`config.mk`:
```
export PLATFORM = sky130hd
export DESIGN_NAME = haze_stream_framer
export DESIGN_NICKNAME = d
export VERILOG_FILES = /design/src/rtl/haze_stream_framer.sv
export SDC_FILE = /design/constraint.sdc
export NUM_CORES = 1
export LEC_CHECK = 0
export BUFFER_PORTS_ARGS = -buffer_cell sky130_fd_sc_hd__buf_2
export CORE_UTILIZATION = 52
export CTS_BUF_LIST = sky130_fd_sc_hd__clkbuf_4
export DETAILED_ROUTE_END_ITERATION = 8
export PLACE_DENSITY = 0.77
export SLEW_MARGIN = 40
export SYNTH_ARGS = -nofsm -noshare
export SYNTH_HDL_FRONTEND = slang
export SYNTH_SLANG_ARGS = --single-unit
export TNS_END_PERCENT = 30
```
`constraint.sdc`:
```
create_clock -name ACLK -period 1.8 [get_ports ACLK]
set_input_delay 0 -clock ACLK [delete_from_list [all_inputs] [get_ports ACLK]]
set_output_delay 0 -clock ACLK [all_outputs]
set_load 0.02 [all_outputs]
```
`src/rtl/haze_stream_framer.sv`:
```
// Framer: tags pixel beats with TUSER/TLAST and sequences passes; optional host-TLAST check under FRAMER_TLAST_CHECK_EN.
// Latency: one cycle from S handshake to valid on M.
// Backpressure: output register plus one skid register; registered TREADY drops once the skid register fills.
module haze_stream_framer #(
   parameter int DATA_W     = 32,
   parameter int IMG_W      = 512,
   parameter int IMG_H      = 512,
   parameter int NUM_PASSES = 2,
   localparam int PW        = (NUM_PASSES > 1) ? $clog2(NUM_PASSES) : 1
) (
   input  logic              ACLK,
   input  logic              ARESETn,
   input  logic              enable,
   input  logic [DATA_W-1:0] S_AXIS_TDATA,
   input  logic              S_AXIS_TVALID,
   input  logic              S_AXIS_TLAST,
   output logic              S_AXIS_TREADY,
   output logic [DATA_W-1:0] M_AXIS_TDATA,
   output logic              M_AXIS_TVALID,
   input  logic              M_AXIS_TREADY,
   output logic              M_AXIS_TUSER,
   output logic              M_AXIS_TLAST,
   output logic [PW-1:0]     pass_idx,
   output logic              pass_done,
   output logic              frame_done,
   output logic              tlast_err
);

   localparam int CW = $clog2(IMG_W);
   localparam int RW = (IMG_H > 1) ? $clog2(IMG_H) : 1;
   localparam logic [CW-1:0] COL_LAST  = CW'(IMG_W - 1);
   localparam logic [RW-1:0] ROW_LAST  = RW'(IMG_H - 1);
   localparam logic [PW-1:0] PASS_LAST = PW'(NUM_PASSES - 1);

   typedef enum logic [1:0] {IDLE, RUN, HOLD} state_t;

   typedef struct packed {
      logic [DATA_W-1:0] dat;
      logic              user;
      logic              last;
      logic              eop;
      logic              eof;
      logic [PW-1:0]     pass;
   } beat_t;

   state_t        state, state_nxt;
   logic          s_rdy_q;
   logic [CW-1:0] col;
   logic [RW-1:0] row;
   logic [PW-1:0] pass;
   beat_t         in_beat, out_beat, skid_beat;
   logic          out_vld, skid_vld, skid_vld_nxt;
   logic          s_hs, m_hs;

   assign s_hs = S_AXIS_TVALID & s_rdy_q;
   assign m_hs = out_vld & M_AXIS_TREADY;

   // Tags are computed from the counters at input time and travel with the data.
   always_comb begin
      in_beat      = '0;
      in_beat.dat  = S_AXIS_TDATA;
      in_beat.user = (col == '0) && (row == '0);
      in_beat.last = (col == COL_LAST);
      in_beat.eop  = (col == COL_LAST) && (row == ROW_LAST);
      in_beat.eof  = (col == COL_LAST) && (row == ROW_LAST) && (pass == PASS_LAST);
      in_beat.pass = pass;
   end

   always_comb begin
      state_nxt = state;
      case (state)
         IDLE:    if (enable)  state_nxt = RUN;
         RUN:     if (!enable) state_nxt = HOLD;
         HOLD:    if (enable)  state_nxt = RUN;
         default: state_nxt = IDLE;
      endcase
   end

   // The skid register only fills when a beat arrives while the output is stalled.
   always_comb begin
      skid_vld_nxt = skid_vld;
      if (m_hs && skid_vld)
         skid_vld_nxt = 1'b0;
      else if (!m_hs && s_hs && out_vld)
         skid_vld_nxt = 1'b1;
   end

   always_ff @(posedge ACLK) begin
      if (!ARESETn) begin
         state   <= IDLE;
         s_rdy_q <= 1'b0;
      end else begin
         state   <= state_nxt;
         s_rdy_q <= (state_nxt == RUN) && !skid_vld_nxt;
      end
   end

   always_ff @(posedge ACLK) begin
      if (!ARESETn) begin
         col  <= '0;
         row  <= '0;
         pass <= '0;
      end else if (s_hs) begin
         if (col == COL_LAST) begin
            col <= '0;
            if (row == ROW_LAST) begin
               row  <= '0;
               pass <= (pass == PASS_LAST) ? '0 : pass + 1'b1;
            end else begin
               row <= row + 1'b1;
            end
         end else begin
            col <= col + 1'b1;
         end
      end
   end

   always_ff @(posedge ACLK) begin
      if (!ARESETn) begin
         out_vld   <= 1'b0;
         out_beat  <= '0;
         skid_vld  <= 1'b0;
         skid_beat <= '0;
      end else begin
         skid_vld <= skid_vld_nxt;
         if (m_hs) begin
            if (skid_vld)
               out_beat <= skid_beat;
            else if (s_hs)
               out_beat <= in_beat;
            out_vld <= skid_vld | s_hs;
         end else if (s_hs) begin
            if (out_vld) begin
               skid_beat <= in_beat;
            end else begin
               out_beat <= in_beat;
               out_vld  <= 1'b1;
            end
         end
      end
   end

   assign S_AXIS_TREADY = s_rdy_q;
   assign M_AXIS_TVALID = out_vld;
   assign M_AXIS_TDATA  = out_beat.dat;
   assign M_AXIS_TUSER  = out_beat.user;
   assign M_AXIS_TLAST  = out_beat.last;
   assign pass_idx      = out_beat.pass;
   assign pass_done     = m_hs & out_beat.eop;
   assign frame_done    = m_hs & out_beat.eof;

`ifdef FRAMER_TLAST_CHECK_EN
   logic err_q;

   always_ff @(posedge ACLK) begin
      if (!ARESETn)
         err_q <= 1'b0;
      else if (s_hs && (S_AXIS_TLAST != in_beat.last))
         err_q <= 1'b1;
   end

   assign tlast_err = err_q;
`else
   logic unused_tlast;
   assign unused_tlast = S_AXIS_TLAST;
   assign tlast_err    = 1'b0;
`endif

endmodule

```
Word-level counts from Yosys, hierarchy flattened
Index checks and enable logic that the tools add are counted.
{ "classes": {"mux": 15, "n_reduce_logical": 19, "n_eq_ne": 6, "add_sub_neg": 3, "bitwise_logic": 6} }
{ "ops": {"columns": ["op", "n"], "rows": [
  ["$mux W37", 5],
  ["$add A9 B1 Y9 const B", 2],
  ["$eq A9 B9 Y1 const B", 2],
  ["$logic_not A9 Y1", 2],
  ["$mux W9", 2],
  ["$reduce_and A3 Y1", 3],
  ["$logic_and A1 B1 Y1", 7],
  ["$mux W1", 5],
  ["$and A1 B1 Y1", 4],
  ["$eq A2 B1 Y1 const B", 2],
  ["$mux W2", 2],
  ["$pmux W2 S2", 1],
  ["$reduce_bool A2 Y1", 2],
  ["$eq A2 B2 Y1 const B", 1],
  ["$logic_not A1 Y1", 2],
  ["$logic_not A2 Y1", 1],
  ["$ne A2 B1 Y1 const B", 1],
  ["$reduce_and A2 Y1", 1],
  ["$reduce_or A2 Y1", 1],
  ["$add A1 B1 Y1 const B", 1],
  ["$not A1 Y1", 1],
  ["$or A1 B1 Y1", 1]
]} }
{ "totals": {"ff_bits": 98, "wordCells": 68, "in_bits": 38} }

Logic depth before layout (Yosys ltp)
Gate-level depths: netlist (run 1).
{ "depth": {"word_depth": 8, "ltp_mapped": 9, "mapped_depth_nobuf": 8} }

Worst setup path after synthesis (run 1)
No wires, ideal clock.
{ "synth_path": {"path_kind": "register -> register", "start": "reg col[0]", "end": "reg row[0]", "n_path_buf": 1, "setup_time_ns": 0.133, "slack_ns": -0.005, "path_stages_with_launch": 9, "arrival_ns": 1.673, "required_ns": 1.667, "synth_period_minus_slack_ns": 1.805, "path_cell_list": "dfxtp_1 > ha_1 > nand3_1 > nor2_1 > ha_1 > clkbuf_1 > nand2_1 > o21ai_1 > nor2_1"} }
{ "synth_rtl": {"columns": ["element", "line", "rtl"], "rows": [
  ["start: declaration", "48", "logic [CW-1:0] col;"],
  ["start signal: assignment", "113", "col <= col + 1'b1;"],
  ["end signal: assignment", "110", "row <= row + 1'b1;"],
  ["end: declaration", "49", "logic [RW-1:0] row;"]
]} }

==> results of run 1 <==
[registers in the layout (all words and copies together) (netlist names)]
| name | cells |
|---|---|
| M_AXIS_TDATA | 32 |
| M_AXIS_TLAST | 1 |
| M_AXIS_TUSER | 1 |
| M_AXIS_TVALID | 1 |
| S_AXIS_TREADY | 1 |
| col | 9 |
| out_beat | 2 |
| pass | 1 |
| pass_idx | 1 |
| row | 9 |
| skid_beat | 37 |
| skid_vld | 1 |
| state | 2 |
[cell families after synthesis]
kind of cell,Yosys count,synth area share
and+or+nand+nor,251,0.245
DFF,98,0.465
AOI/OAI and AO/OA,91,0.142
buffers and inverters,74,0.104
xor gates and xnor gates,12,0.0249
adders and majority gates,6,0.0178
other,1,0.000890
[final timing paths]
kind	slack, ps	from	to
setup / recovery	100	col[1]$_SDFFE_PN0P_	pass$_SDFFE_PN0P_
hold / removal	50	S_AXIS_TVALID	row[8]$_SDFFE_PN0P_
setup reg to reg	100	col[1]$_SDFFE_PN0P_	pass$_SDFFE_PN0P_
hold reg to reg	460	skid_beat[2]$_SDFFE_PN0P_	skid_beat[2]$_SDFFE_PN0P_
[cell usage in the layout, fill, tap and decap left out, types with 3 or more instances in the layout]
cell type      netlist  routed
and2_1               3       3
buf_4               38      15
xor2_1               5       5
nand3_1             12      11
ha_1                 6       4
nor2_1              50      50
and3_1               4       4
buf_2               13      75
a21oi_1             47      46
nand4_1              6       6
nor3_1               6       5
a311oi_1            36      36
nand2_1            158     156
inv_6                0       3
xnor2_1              7       7
or3_1                4       4
dlygate4sd3_1        0      34
clkbuf_4             0       9
o21ai_0              5       5
inv_1                5       5
dfxtp_1             98      96
[layout make-up]
cell class                      count  share of cell area
Clock buffer                        9              0.0136
Multi-Input combinational cell    361               0.375
Tap cell                          102              0.0256
Clock inverter                      7              0.0103
Inverter                            6             0.00452
Sequential cell                    98               0.395
Timing Repair Buffer              127               0.177
[metal layers]
| layer | track usage | share of wire | vias up |
|---|---|---|---|
| met4 | 0.0846 | 0.015 | 0 |
| met1 | 0.284 | 0.45 | 1758 |
| met2 | 0.404 | 0.49 | 75 |
| li1 | - | - | 1896 |
| met3 | 0.0365 | 0.045 | 13 |
| met5 | 0 | 0 | - |
[power breakdown]
group	leakage (nW)	switching, W	internal, W
Sequential	0.796	0.0000271	0.00222
Clock	0.0647	0.000734	0.000295
Combinational	1.07	0.000218	0.000171
[what timing repair did]
action,CTS,global route
endpoints found under the setup margin,0,20
hold endpoints to repair,76,0
hold buffers,34,0
setup buffers,0,0
gates resized for setup,0,11
[critical path, delay by kind of cell, from the launching register on]
| kind | cells | cell delay (ps) |
|---|---|---|
| AND/OR/NAND/NOR | 4 | 620 |
| adder cells (fa/ha/maj) | 2 | 390 |
| flip-flops | 1 | 370 |
| buffers and inverters | 1 | 140 |
| AO/OA/AOI/OAI | 1 | 130 |
[per-stage QoR]
stage          hold slack, ps   util  worst slack [ps]  power, W  instances
5_1_grt                  49.1  0.641             -38.6   0.00383        710
3_3_place_gp              197  0.577               111   0.00261        660
6_report                 54.3  0.641               102   0.00367        710
2_1_floorplan            77.4      -              32.7   0.00254        533
4_1_cts                  45.2  0.636              7.06   0.00370        710
3_5_place_dp              204  0.577              30.3   0.00262        660
==> results.json, run 1 <==
{
  "drt_pass1_iterations": 4,
  "rows": 32,
  "die_w_um": 92.0,
  "synthCells": 533,
  "slowest_stage": "dfxtp_1",
  "p_leak_nw": 1.93,
  "gp_congestion": 0.922,
  "irDropWorstVdd_uv": 310,
  "synth_area_um2": 4220,
  "yosys-top-cells-count": "nand2_1, dfxtp_1, nor2_1",
  "place_area_um2": 4480,
  "routedWlPerCell_um": 13.1,
  "hold_viol": 0,
  "endpoint_kind": "flop",
  "grt_pass1_vias": 3620,
  "hold_path.class": "primary input to flop",
  "path_cells": "ha_1 > nand3_1 > nor2_1 > ha_2 > buf_6 > nand2_1 > or3_1 > a21oi_1",
  "hpwlAfterDp_um": 5950,
  "fill_cells": 685,
  "drt_iter0_drc": 195,
  "clockRootBuffer": "clkbuf_4",
  "seqCellArea_um2": 1960,
  "drive_gt1_frac": 0.202,
  "drc_errors": 0,
  "yosys.cell_types.count": 29,
  "rsz0062_at_grt": "yes",
  "yosysSeqAreaShare": 0.465,
  "synth_seq_cells": 98,
  "insertion_delay_ps": 430,
  "final_area_um2": 4980,
  "fin_nets": 647,
  "synth_top_area_share": 0.465,
  "synth_area_leaders": "dfxtp_1, nand2_1, a311oi_1",
  "grt_pass1_wl_um": 15700,
  "h-tree-depth": 3,
  "antenna_found_initial": 0,
  "via_per_inst": 5.27,
  "vias": 3742,
  "fin_skew_ps": 17.8,
  "port_buffers": 75,
  "globalRouteOverflowTotal": 0,
  "ys_warn_count": 0,
  "cp_slowest_stage_delay_ps": 370,
  "core_um2": 7770,
  "min_path_cells": 4,
  "grt_usage": 0.230,
  "timing.reg2reg.worst_path_depth": 8,
  "synth_top_area_cell": "dfxtp_1",
  "synth_ff_type": "dfxtp_1",
  "worstPathRequired_ps": 2170,
  "totalWireLength_um": 9290,
  "numCtsBuffers": 9,
  "setup_viol": 0,
  "clock_sinks": 98,
  "multi_input_area_um2": 1870,
  "clock.fmax_ghz": 0.589,
  "cp-start-kind": "flop",
  "initial_core_util": 0.543,
  "drv_slew": 0,
  "path_clk_slew_ps": 140,
  "yosysMostFrequentCell": "nand2_1",
  "postSynthAreaPerCell_um2": 7.91,
  "run_status": "finished, final reports clean",
  "crit_fanout": 10,
  "ant_nets": 0,
  "dieHeight_um": 92.0,
  "fin_crit_sh": 0.943,
  "tns_ps": 0,
  "grt_max_degree": 75,
  "die_area_um2": 8470,
  "async_reset_ff_frac": 0,
  "drv_cap": 0,
  "cts_tree": "yes",
  "synth_nets": 577,
  "power.density_nw_per_um2": 737,
  "crit_type": "flop to flop",
  "crit_arrival_ps": 2070,
  "synth-edff-count": 0,
  "clock_path_buffers": 2,
  "min_period_ps": 1700,
  "ios": 78,
  "syn2layout_area_growth_pct": 18.1,
  "num_antenna_cells": 0
}
Note: power is estimated with default switching activity, not from simulation.
==> inputs of run 2 (changes only) <==
MAX_ROUTING_LAYER = met4   (was default)
==> run 2 against run 1 <==
Register-to-register slack lost 20 ps. Wire length shrank 3.3%. Sequential share of layout area shrank 0.31 points. Cell area grew 0.65%. Largest power group unchanged. Core utilization grew 0.42 points. Largest cell class unchanged.
==> results.json, run 2 (synthesis results as in run 1) <==
{
  "run_status": "finished, final reports clean",
  "die_area_um2": 8470,
  "worst_slew_pin_slew_ps": 511,
  "grt_pass1_vias": 3382,
  "place_area_um2": 4490,
  "drive_gt1_frac": 0.194,
  "final_cell_mix": "nand2_1, dfxtp_1, buf_2",
  "cp-start-kind": "flop",
  "clock_path_buffers": 2,
  "via_per_inst": 5.28,
  "clockRootBuffer": "clkbuf_4",
  "top_register": "skid_beat",
  "drt_pass1_iterations": 4,
  "routedWlPerCell_um": 12.6,
  "setup_viol": 0,
  "hpwlAfterDp_um": 5640,
  "largest_reg_flops": 37,
  "die_w_um": 92.0,
  "drt_iter0_drc": 206,
  "gp_congestion": 0.894,
  "totalWireLength_um": 8980,
  "fin_crit_sh": 0.953,
  "grt_pass1_wl_um": 14900,
  "num_antenna_cells": 0,
  "port_buffers": 75,
  "cts_setup_buffers": 0,
  "slew_headroom": 0.659,
  "use_met3": 0.0373,
  "met2_usage": 0.364,
  "dp_slack_ps": 18.9,
  "drv_cap": 0,
  "fill_cells": 659,
  "power.density_nw_per_um2": 770,
  "worst_slack_ps": 84.6,
  "ios": 78,
  "initial_core_util": 0.543,
  "h-tree-depth": 3,
  "worstPathRequired_ps": 2130,
  "vias": 3754,
  "drv_slew": 0,
  "cp_slowest_stage_delay_ps": 400,
  "ant_nets": 0,
  "dieHeight_um": 92.0,
  "placedCellCount": 660,
  "final_common_cell": "nand2_1",
  "irDropWorstVdd_uv": 430,
  "grt_max_degree": 75,
  "slowest_stage": "dfxtp_1",
  "hold_viol": 0,
  "antenna_found_initial": 0,
  "clock.fmax_ghz": 0.583,
  "met1_usage": 0.276,
  "crit_type": "flop to flop",
  "rows": 32,
  "cts_tree": "yes",
  "rsz0062_at_grt": "yes",
  "numCtsBuffers": 9,
  "busiest_layer": "met2",
  "drc_errors": 0,
  "finalNonFillerCells": 711,
  "path_cells": "ha_1 > nand2_1 > nor3_1 > ha_1 > nand2_1 > o21ai_2 > nor2_1",
  "min_period_ps": 1720,
  "clock_sinks": 98,
  "crit_fanout": 8,
  "core_um2": 7770,
  "grt_usage": 0.222,
  "insertion_delay_ps": 460,
  "p_leak_nw": 1.96,
  "path_clk_slew_ps": 140,
  "fin_nets": 648,
  "fin_skew_ps": 28.4,
  "final_area_um2": 5010,
  "syn2layout_area_growth_pct": 18.9,
  "endpoint_kind": "flop",
  "crit_arrival_ps": 2050,
  "hold_path.class": "primary input to flop",
  "globalRouteOverflowTotal": 0
}
-- run 2: changes by cell type in the layout (fill, tap and decap cells not counted), sizes merged --
cell	previous run	this run
dlygate4sd3	34	35
bufinv	0	1
clkinv	3	2
-- run 2: through the flow --
stage / hold WS [ps] / TNS, ps / utilization / total power (W)
2_1_floorplan: 77.4 / 0 / - / 0.00254
3_3_place_gp: 198 / 0 / 0.578 / 0.00261
3_5_place_dp: 200 / 0 / 0.578 / 0.00262
4_1_cts: 12.2 / 0 / 0.643 / 0.00388
5_1_grt: 29.9 / -357 / 0.645 / 0.00402
6_report: 23.2 / 0 / 0.645 / 0.00386
-- run 2: layout make-up --
cell class,instances,area [um2],area share
clock buffers,9,67.6,0.0135
well taps,102,128,0.0255
clock inverters,7,83.8,0.0167
flip-flops and latches,98,1960,0.392
inverters,6,22.5,0.00449
repair buffers,128,902,0.180
multi-input cells,361,1850,0.368
-- run 2: worst max-delay path: cells and delay by family, from the launching register on --
family | cells | cell delay [ps]
and+or+nand+nor | 4 | 500
DFF | 1 | 400
adders and majority gates | 2 | 400
AOI/OAI and AO/OA | 1 | 310
-- run 2: per-layer routing --
layer | routed length [um] | up-vias
met5 | 0 | -
met4 | 171 | 0
li1 | - | 1903
met3 | 438 | 20
met2 | 4260 | 103
met1 | 4100 | 1728
-- run 2: repair_timing --
| action | 4_1_cts | 5_1_grt |
|---|---|---|
| endpoints found under the setup margin | 0 | 18 |
| hold buffers | 35 | 0 |
| hold endpoints to repair | 77 | 0 |
| resized for setup | 0 | 4 |
-- run 2: path summary, 6_finish.rpt --
kind	endpoint	from	cells past startpoint	slack, ps
hold reg to reg	M_AXIS_TDATA[4]$_SDFFE_PN0P_	skid_beat[9]$_SDFFE_PN0P_	2	470
hold / removal	row[8]$_SDFFE_PN0P_	S_AXIS_TVALID	4	20
setup / recovery	row[2]$_SDFFE_PN0P_	row[1]$_SDFFE_PN0P_	7	80
setup reg to reg	row[2]$_SDFFE_PN0P_	row[1]$_SDFFE_PN0P_	7	80
-- run 2: power breakdown --
group | switching, W | internal, W
clock network | 0.000777 | 0.000448
registers | 0.0000272 | 0.00222
logic | 0.000213 | 0.000173
total | 0.00102 | 0.00284
==> inputs of run 3 (changes only) <==
CORE_ASPECT_RATIO = 0.6   (was default)
HOLD_SLACK_MARGIN = 0.05   (was default)
PLACE_DENSITY = 0.76   (was 0.77)
==> run 3 against run 2 <==
Non-clock buffer count grew 4. Highest routed layer unchanged. Critical path depth shrank 1. Critical path type unchanged. Largest power group unchanged. Largest cell class unchanged. Die area grew 0.14%.
==> results.json, run 3 (synthesis results as in run 1) <==
{
  "fin_skew_ps": 9.29,
  "ant_nets": 0,
  "drc_errors": 0,
  "p_leak_nw": 1.97,
  "clock.fmax_ghz": 0.591,
  "hold_viol": 0,
  "fill_cells": 699,
  "clockRootBuffer": "clkbuf_4",
  "cp-start-kind": "flop",
  "cts_setup_buffers": 0,
  "die_w_um": 118,
  "via_per_inst": 5.19,
  "top_register": "skid_beat",
  "final_common_cell": "nand2_1",
  "grt_pass1_vias": 3380,
  "crit_fanout": 3,
  "totalWireLength_um": 9420,
  "setup_viol": 0,
  "drive_gt1_frac": 0.201,
  "hold_path.class": "primary input to flop",
  "ios": 78,
  "syn2layout_area_growth_pct": 19.9,
  "drv_slew": 0,
  "dieHeight_um": 71.7,
  "clock_sinks": 98,
  "crit_type": "flop to flop",
  "antenna_found_initial": 0,
  "run_status": "finished, final reports clean",
  "gp_congestion": 0.772,
  "endpoint_kind": "flop",
  "numCtsBuffers": 9,
  "num_antenna_cells": 0,
  "drt_iter0_drc": 314,
  "routedWlPerCell_um": 13.1,
  "initial_core_util": 0.537,
  "drv_cap": 0,
  "worst_slack_ps": 107,
  "largest_reg_flops": 37,
  "irDropWorstVdd_uv": 676,
  "globalRouteOverflowTotal": 0,
  "core_um2": 7850,
  "hpwlAfterDp_um": 6070,
  "fin_nets": 652,
  "min_period_ps": 1690,
  "clock_path_buffers": 2,
  "rsz0062_at_grt": "no",
  "h-tree-depth": 3,
  "rows": 25,
  "path_clk_slew_ps": 140,
  "grt_pass1_wl_um": 15500,
  "cts_tree": "yes",
  "worstPathRequired_ps": 2190,
  "die_area_um2": 8480,
  "grt_usage": 0.238,
  "final_cell_mix": "nand2_1, dfxtp_1, buf_2",
  "fin_crit_sh": 0.940,
  "port_buffers": 75,
  "crit_arrival_ps": 2090,
  "power.density_nw_per_um2": 747,
  "grt_max_degree": 67,
  "dp_slack_ps": -20.0,
  "drt_pass1_iterations": 5,
  "power.total_w": 0.00377,
  "vias": 3740,
  "insertion_delay_ps": 450
}
[run 3: changes by cell type in the layout (fill, tap and decap cells not counted), moves of 2 or more]
cell           previous run  this run
dfxtp_1                  98        96
clkinv_1                  0         2
dfxtp_2                   0         2
clkinv_4                  2         0
buf_4                    14        17
inv_6                     2         0
dlygate4sd3_1            35        37
[run 3: where the power goes]
group / internal (W) / switching, W
clock network: 0.000428 / 0.000705
logic: 0.000176 / 0.000216
registers: 0.00222 / 0.0000288
[run 3: cell type report]
class                   count  area [um2]  area share
clock buffers              10        75.1      0.0149
flip-flops and latches     98        1960       0.389
inverters                   6        22.5     0.00446
multi-input cells         361        1870       0.369
well taps                 108         135      0.0267
clock inverters             6        57.6      0.0114
repair buffers            132         933       0.185
[run 3: critical path, cell delays in order, from the launching register on]
cell and delay [ps]:
dfxtp_1 350, inv_1 90, ha_1 150, nor4b_1 360
nand4_1 230, or2_2 330, a21oi_1 120
[run 3: routing by layer]
| metal | up-vias | part of all wire | track usage |
|---|---|---|---|
| li1 | 1912 | - | - |
| met1 | 1719 | 0.47 | 0.291 |
| met2 | 103 | 0.47 | 0.383 |
| met3 | 6 | 0.051 | 0.0629 |
| met4 | 0 | 0.0069 | 0.0826 |
| met5 | - | 0 | - |
[run 3: what timing repair did]
| item | in CTS | in global routing |
|---|---|---|
| endpoints found under the setup margin | 8 | 13 |
| endpoints found under the hold margin | 86 | 0 |
| hold buffers | 37 | 0 |
| pin swaps | 0 | 1 |
| gates resized for setup | 4 | 4 |
[run 3: worst paths after layout]
check | cells past startpoint | slack (ps) | end | startpoint
max | 6 | 110 | skid_beat[4]$_SDFFE_PN0P_ | row[0]$_SDFFE_PN0P_
min | 4 | 320 | skid_beat[20]$_SDFFE_PN0P_ | S_AXIS_TDATA[15]
max reg2reg | 6 | 110 | skid_beat[4]$_SDFFE_PN0P_ | row[0]$_SDFFE_PN0P_
min reg2reg | 2 | 460 | skid_beat[13]$_SDFFE_PN0P_ | skid_beat[13]$_SDFFE_PN0P_
[run 3: per-stage QoR]
| step | instance area [um2] | TNS (ps) | std cells | hold slack [ps] | utilization |
|---|---|---|---|---|---|
| finish | 5050 | 0 | 721 | 324 | 0.644 |
| global route | 5050 | 0 | 721 | 287 | 0.644 |
| CTS | 5050 | 0 | 721 | 286 | 0.643 |
| detailed placement | 4520 | -28.8 | 668 | 195 | 0.576 |
| global placement | 4520 | 0 | 668 | 184 | 0.576 |
| floorplan | 4220 | 0 | 533 | 77.4 | - |
